==> src/rtl/multicycle_controller.sv <==
// Multi-cycle sequencing FSM for the 32-bit non-pipelined processor.
// Fetch/decode/exec/mem/wb control with retire counting and an illegal-opcode halt.
module multicycle_controller #(
  parameter int INSTR_W = 32,
  parameter int CNT_W   = 32
) (
  input  logic               clk,
  input  logic               rst,
  output logic               instr_req,
  input  logic               instr_ack,
  input  logic [INSTR_W-1:0] instr_rdata,
  output logic [INSTR_W-1:0] ir,
  input  logic               alu_zero,
  output logic [1:0]         alu_op,
  output logic               alu_src,
  output logic               data_req,
  output logic               data_we,
  input  logic               data_ack,
  output logic               reg_write,
  output logic               wb_sel,
  output logic               pc_write,
  output logic [1:0]         pc_src,
  output logic               retire,
  output logic [CNT_W-1:0]   retire_count,
  output logic               illegal,
  output logic [2:0]         state
);

  typedef enum logic [2:0] {
    FETCH  = 3'd0,
    DECODE = 3'd1,
    EXEC   = 3'd2,
    MEM    = 3'd3,
    WB     = 3'd4,
    HALT   = 3'd5
  } state_t;

  localparam logic [5:0] OP_R   = 6'b000000;
  localparam logic [5:0] OP_LW  = 6'b100011;
  localparam logic [5:0] OP_SW  = 6'b101011;
  localparam logic [5:0] OP_BEQ = 6'b000100;
  localparam logic [5:0] OP_J   = 6'b000010;

  state_t     st, st_nx;
  logic [5:0] opcode;
  logic       ld_ir, set_ill;
  logic       instr_req_c, alu_src_c, data_req_c, data_we_c;
  logic       reg_write_c, wb_sel_c, pc_write_c, retire_c;
  logic [1:0] alu_op_c, pc_src_c;

  assign opcode = ir[31:26];
  assign state  = st;

  always_comb begin
    st_nx       = st;
    ld_ir       = 1'b0;
    set_ill     = 1'b0;
    instr_req_c = 1'b0;
    alu_op_c    = 2'b00;
    alu_src_c   = 1'b0;
    data_req_c  = 1'b0;
    data_we_c   = 1'b0;
    reg_write_c = 1'b0;
    wb_sel_c    = 1'b0;
    pc_write_c  = 1'b0;
    pc_src_c    = 2'b00;
    retire_c    = 1'b0;
    case (st)
      FETCH: begin
        instr_req_c = 1'b1;
        if (instr_ack) begin
          ld_ir = 1'b1;
          st_nx = DECODE;
        end
      end
      DECODE: begin
        case (opcode)
          OP_R, OP_LW, OP_SW, OP_BEQ, OP_J: st_nx = EXEC;
          default: begin
            set_ill = 1'b1;
            st_nx   = HALT;
          end
        endcase
      end
      EXEC: begin
        case (opcode)
          OP_R: begin
            alu_op_c = 2'b10;
            st_nx    = WB;
          end
          OP_LW, OP_SW: begin
            alu_src_c = 1'b1;
            st_nx     = MEM;
          end
          OP_BEQ: begin
            alu_op_c   = 2'b01;
            pc_write_c = 1'b1;
            pc_src_c   = alu_zero ? 2'b01 : 2'b00;
            retire_c   = 1'b1;
            st_nx      = FETCH;
          end
          OP_J: begin
            pc_write_c = 1'b1;
            pc_src_c   = 2'b10;
            retire_c   = 1'b1;
            st_nx      = FETCH;
          end
          default: st_nx = HALT;
        endcase
      end
      MEM: begin
        // Address operands stay selected so the memory sees a stable address.
        data_req_c = 1'b1;
        data_we_c  = (opcode == OP_SW);
        alu_src_c  = 1'b1;
        if (data_ack) begin
          if (opcode == OP_SW) begin
            pc_write_c = 1'b1;
            retire_c   = 1'b1;
            st_nx      = FETCH;
          end else begin
            st_nx = WB;
          end
        end
      end
      WB: begin
        reg_write_c = 1'b1;
        wb_sel_c    = (opcode == OP_LW);
        pc_write_c  = 1'b1;
        retire_c    = 1'b1;
        st_nx       = FETCH;
      end
      HALT: st_nx = HALT;
      default: st_nx = FETCH;
    endcase
  end

  // Reset forces every strobe low, including the FETCH request.
  assign instr_req = instr_req_c & ~rst;
  assign alu_op    = rst ? 2'b00 : alu_op_c;
  assign alu_src   = alu_src_c & ~rst;
  assign data_req  = data_req_c & ~rst;
  assign data_we   = data_we_c & ~rst;
  assign reg_write = reg_write_c & ~rst;
  assign wb_sel    = wb_sel_c & ~rst;
  assign pc_write  = pc_write_c & ~rst;
  assign pc_src    = rst ? 2'b00 : pc_src_c;
  assign retire    = retire_c & ~rst;

  always_ff @(posedge clk or posedge rst) begin
    if (rst) begin
      st           <= FETCH;
      ir           <= '0;
      retire_count <= '0;
      illegal      <= 1'b0;
    end else begin
      st <= st_nx;
      if (ld_ir)    ir           <= instr_rdata;
      if (retire_c) retire_count <= retire_count + CNT_W'(1);
      if (set_ill)  illegal      <= 1'b1;
    end
  end

endmodule
==> config.mk <==
export PLATFORM = sky130hd
export DESIGN_NAME = multicycle_controller
export DESIGN_NICKNAME = d
export VERILOG_FILES = /design/src/rtl/multicycle_controller.sv
export SDC_FILE = /design/constraint.sdc
export NUM_CORES = 1
export LEC_CHECK = 0
export BUFFER_PORTS_ARGS = -buffer_cell sky130_fd_sc_hd__buf_4
export CAP_MARGIN = 20
export CORE_ASPECT_RATIO = 0.6
export CORE_MARGIN = 4
export CORE_UTILIZATION = 49
export DETAILED_ROUTE_END_ITERATION = 16
export PLACE_DENSITY = 0.8
export SLEW_MARGIN = 20
export SYNTH_ARGS = -nofsm -noshare
export SYNTH_HDL_FRONTEND = slang
export SYNTH_SLANG_ARGS = --single-unit
==> constraint.sdc <==
create_clock -name clk -period 3.55 [get_ports clk]
set_clock_uncertainty 0.1 [all_clocks]
set_input_delay 0.71 -clock clk [delete_from_list [all_inputs] [get_ports clk]]
set_output_delay 0.71 -clock clk [all_outputs]
set_load 0.01 [all_outputs]
==> results of run 1 <==
cell type report:
class,instances,area (um2),area share [%]
sequential,68,1702,40.20
timing repair buffer,120,900.9,21.28
tap,84,105.1,2.483
multi-input combinational,170,1300,30.71
clock inverter,4,47.55,1.123
inverter,6,22.52,0.5321
clock buffer,12,155.1,3.665
cells by family (layout without fill, tap and decap cells):
kind of cell	Yosys count	count (layout)	share of synthesized area, %
flops	68	68	55.08
simple gates	91	91	17.21
fa+ha+maj	1	1	0.4050
buf+inv	18	142	2.997
compound gates	12	12	2.876
mux	34	34	12.35
xor+xnor	32	32	9.073
synthesized netlist by cell type, drive strengths merged, types with 2 or more instances:
cell / count / area share (%)
xnor2: 27 / 7.7
clkbuf: 2 / 0.24
or4: 2 / 0.61
and3: 12 / 2.4
buf: 10 / 2.0
inv: 6 / 0.73
a21oi: 2 / 0.32
dfrtp: 68 / 55
xor2: 5 / 1.4
mux2: 33 / 12
nor4: 3 / 0.81
nor2: 11 / 1.3
nor3b: 4 / 1.5
nand2: 12 / 1.5
nand4: 17 / 3.4
nand4b: 2 / 0.57
o21ai: 3 / 0.49
and4: 2 / 0.57
nand3: 13 / 2.1
nor3: 7 / 1.1
and2: 4 / 0.81
worst max-delay path: stages (launching register included):
cell,delay [ns]
dfrtp_1,0.44
or4_4,0.56
or4_1,0.47
nor2_1,0.13
and3_1,0.16
buf_4,0.11
layout by cell type (no fill, tap or decap), drive strengths merged, types with 3 or more instances in the layout:
master / instances
and3: 12
nor4: 3
nor3b: 4
buf: 120
o21ai: 3
xor2: 5
nor3: 7
nand4: 17
nor2: 11
and2: 4
xnor2: 27
inv: 6
mux2: 33
nand2: 12
nand3: 13
dfrtp: 68
clkbuf: 12
per-layer routing:
metal  part of all wire (%)  GRT usage, %  wire [um]  vias to the layer above
li1                       -             -          -                     1154
met1                     46         26.00       3427                     1163
met2                     46         29.70       3448                       83
met3                    7.1         7.411        528                        7
met4                   0.87         6.148         65                        0
met5                      0             0          0                        -
state kept, by name (all words and copies together) (netlist names):
name / count
ir: 32
state: 3
retire_count: 32
illegal: 1
power breakdown:
part | switching, mW | total (mW) | leakage, nW | internal [mW]
sequential | 0.222 | 1.22 | 0.865 | 1.00
clock | 0.283 | 0.644 | 0.102 | 0.361
combinational | 0.441 | 0.995 | 1.03 | 0.555
total | 0.946 | 2.86 | 2.00 | 1.92
final timing paths:
path,start,end,slack [ns],cells after the start
min in group asynchronous,rst,ir[31]$_DFFE_PP0P_,0.59,3
min reg2reg,ir[10]$_DFFE_PP0P_,ir[10]$_DFFE_PP0P_,0.39,1
min,ir[10]$_DFFE_PP0P_,ir[10]$_DFFE_PP0P_,0.39,1
max reg2reg,ir[31]$_DFFE_PP0P_,retire_count[26]$_DFFE_PP0P_,1.26,6
max,ir[31]$_DFFE_PP0P_,pc_src[0],0.52,5
max in group asynchronous,rst,retire_count[9]$_DFFE_PP0P_,2.24,3
==> results.toml, run 1 <==
[critical_path]
setup.worst_path.class = "flip-flop to primary output"
end_kind = "primary output"
cp.arrival_ns = 2.22
cp_max_fo = 5
worstPathRequired_ns = 2.74
start_kind = "flip-flop"

[timing]
rsz0062_at_grt = "false"
setup_viol = 0
period_minus_slack_ns = 3.028
final.setup.worst_slack_ns = 0.5217
final-hold-violation-count = 0
holdWs_ns = 0.3897
fin_crit_sh_pct = 85.30
tightest_slew_ns = 0.8301
setup_tns_ns = 0
max_slew_margin_pct = 44.66
max_freq_mhz = 330.2
slew_violations = 0

[detailed_routing]
wire_per_inst_um = 16.10
wl_um = 7470
antenna_left = 0
viasPerCell = 5.188
first_iter_violations = 110
dr.pass1.iters = 5
num_vias = 2407
drcViolationCount = 0

[grt]
antenna_found_initial = 0
grt_overflow_total = 0
grt_max_degree = 69
track_usage_pct = 19.53
grt_pass1_vias = 2310
grt_pass1_wl_um = 12080

[place]
dp.cells = 448
dp_slack_ns = 0.9060
portBuffers = 116
hpwl_um = 5432
place_area_mm2 = 0.004030
place_congestion = 0.8021

[finish]
fin_area_mm2 = 0.004233
drive_above_1_share_pct = 44.74
instances_no_fill = 464
syn_to_final_growth_pct = 37.02
fin_nets = 413
nFillCells = 494
postLayoutCoreUtil_pct = 69.27
num_antenna_cells = 0

[cts]
insertion_delay_ns = 0.34
cts.sinks = 68
ctsHtreeMaxLevel = 3
cts_inserted_buffers = 9
cts_max_path_buffers = 2
clk_pin_slew_worst_paths_ns = 0.07
cts_hold_buf = 0
post_cts_buffers = 0
cts_root_buf = "clkbuf_8"
post_cts_resized = 0
cts_tree = "built"

[synth]
synth_cell_types = 40
yosysWarnings = 0
syn_nets = 294
synth.yosys.seq_area_share_pct = 55.08
syn_area_per_cell_um2 = 12.07
synthArstFlopShare_pct = 100.0
synth_edf_count = 0
netlist_instances = 256
synth_area_mm2 = 0.003089
synth_seq_cells = 68
synth_flop_cell = "dfrtp_1"

[die]
ios = 117
die_w_um = 110.5
rows = 22
initial_utilization_pct = 50.55
die_h_um = 69.51
core_area_mm2 = 0.006111
die_area_mm2 = 0.007681

[outcome]
outcome = "complete, no violations"

[power]
power_density_mw_per_mm2 = 676.0
p_leak_nw = 1.996
ir_drop_uv = 508.7
power_mw = 2.861

[worst_hold_path]
holdCritPathClass = "flip-flop to flip-flop"

[job]
max_cap_viol_count = 0
(Power assumes the default switching activity.)
==> run 2: changes to the inputs <==
--- a/config.mk
+++ b/config.mk
@@ -7,10 +7,11 @@
 export LEC_CHECK = 0
 export BUFFER_PORTS_ARGS = -buffer_cell sky130_fd_sc_hd__buf_4
 export CAP_MARGIN = 20
-export CORE_ASPECT_RATIO = 0.6
+export CORE_ASPECT_RATIO = 1.5
 export CORE_MARGIN = 4
 export CORE_UTILIZATION = 49
 export DETAILED_ROUTE_END_ITERATION = 16
+export GPL_TIMING_DRIVEN = 0
 export PLACE_DENSITY = 0.8
 export SLEW_MARGIN = 20
 export SYNTH_ARGS = -nofsm -noshare
==> constraint.sdc (replaced) <==
create_clock -name clk -period 3.55 [get_ports clk]
set_clock_uncertainty 0.1 [all_clocks]
set_input_delay 0.71 -clock clk [delete_from_list [all_inputs] [get_ports clk]]
set_output_delay 0.71 -clock clk [all_outputs]
set_load 0.005 [all_outputs]
==> run 2 against run 1 <==
Net effect:
- die area shrank 0.20%
- final cell count down 0.22%
- maximum frequency down 3.5%
- wire length increased by 4.9%
==> results.toml, run 2 (synthesized netlist as in run 1, its figures left out) <==
[timing]
holdWs_ns = 0.2933
slew_violations = 0
rsz0062_at_grt = "false"
setup_tns_ns = 0
max_freq_mhz = 318.6
period_minus_slack_ns = 3.139
max_slew_margin_pct = 50.29
tightest_slew_ns = 0.7400
fin_crit_sh_pct = 88.43
setup_viol = 0
final.setup.worst_slack_ns = 0.4109
final-hold-violation-count = 0

[die]
core_area_mm2 = 0.006131
die_w_um = 72.83
die_area_mm2 = 0.007665
die_h_um = 105.2
initial_utilization_pct = 50.39
rows = 35
ios = 117

[critical_path]
cp_max_fo = 10
end_kind = "primary output"
worstPathRequired_ns = 2.74
rrSetupSlack_ns = 1.16
cp.arrival_ns = 2.33
setup.worst_path.class = "flip-flop to primary output"
start_kind = "flip-flop"
reg2reg_depth = 5

[power]
power_density_mw_per_mm2 = 672.3
p_leak_nw = 2.048
ir_drop_uv = 550.1
power_mw = 2.891

[detailed_routing]
wl_um = 7833
first_iter_violations = 225
dr.pass1.iters = 4
drcViolationCount = 0
num_vias = 2546
antenna_left = 0
viasPerCell = 5.499
wire_per_inst_um = 16.92

[cts]
clk_pin_slew_worst_paths_ns = 0.08
cts.sinks = 68
post_cts_buffers = 0
insertion_delay_ns = 0.34
cts_hold_buf = 0
cts_max_path_buffers = 2
cts_inserted_buffers = 9
ctsHtreeMaxLevel = 3
cts_root_buf = "clkbuf_8"
post_cts_resized = 0
cts_tree = "built"

[grt]
grt_max_degree = 39
antenna_found_initial = 0
grt_pass1_vias = 2627
grt_overflow_total = 0
grt_pass1_wl_um = 12830
track_usage_pct = 21.35

[finish]
postLayoutCoreUtil_pct = 70.14
layout_common_cells = "119 x buf_4, 68 x dfrtp_1, 27 x mux2_2, 27 x xnor2_1, 17 x nand4_1"
syn_to_final_growth_pct = 39.21
nFillCells = 462
final-seq-area_mm2 = 0.001702
final_common_cell = "buf_4"
num_antenna_cells = 0
drive_above_1_share_pct = 45.24
fin_nets = 422
multi_input_area_mm2 = 0.001295

[place]
hpwl_um = 5868
portBuffers = 116
dp_slack_ns = 0.6760
place_congestion = 0.8216

[job]
max_cap_viol_count = 0

[worst_hold_path]
holdCritPathClass = "primary input to async pin"

[outcome]
outcome = "complete, no violations"
-- run 2: stage by stage --
step / instance area [um2] / cells
floorplan: 3089 / 256
detailed placement: 4075 / 447
global placement: 4053 / 446
CTS: 4300 / 463
finish: 4300 / 463
global route: 4300 / 463
-- run 2: layer usage --
| layer | track usage [%] | share of wire, % | up-vias |
|---|---|---|---|
| li1 | - | - | 1176 |
| met1 | 25.82 | 38 | 1233 |
| met2 | 35.92 | 51 | 122 |
| met3 | 6.107 | 9.0 | 15 |
| met4 | 7.124 | 2.1 | 0 |
| met5 | 0 | 0 | - |
-- run 2: worst paths after layout --
path,from,end
worst max-delay path,ir[31]$_DFFE_PP0P_,retire
worst min-delay path,rst,ir[7]$_DFFE_PP0P_
worst max register to register,state[1]$_DFFE_PP0P_,ir[23]$_DFFE_PP0P_
worst min register to register,retire_count[26]$_DFFE_PP0P_,retire_count[26]$_DFFE_PP0P_
max in group asynchronous,rst,retire_count[29]$_DFFE_PP0P_
min in group clk,retire_count[26]$_DFFE_PP0P_,retire_count[26]$_DFFE_PP0P_
-- run 2: layout make-up --
cell class,instances,area share [%]
buffer,12,1.629
clock inverter,6,2.037
sequential,68,39.57
multi-input combinational,170,30.11
timing repair buffer,117,20.72
clock buffer,10,3.200
inverter,6,0.5819
tap,74,2.153
-- run 2: critical path, cell delays in order (launching register included) --
cell	delay [ns]
dfrtp_1	0.43
or4_4	0.56
nor2_1	0.17
a311o_2	0.27
buf_4	0.20
and2_1	0.16
buf_4	0.11
buf_4	0.09
-- run 2: power breakdown --
group / leakage, nW / switching, mW / internal (mW)
combinational: 1.07 / 0.418 / 0.580
sequential: 0.865 / 0.178 / 1.00
clock: 0.116 / 0.301 / 0.415
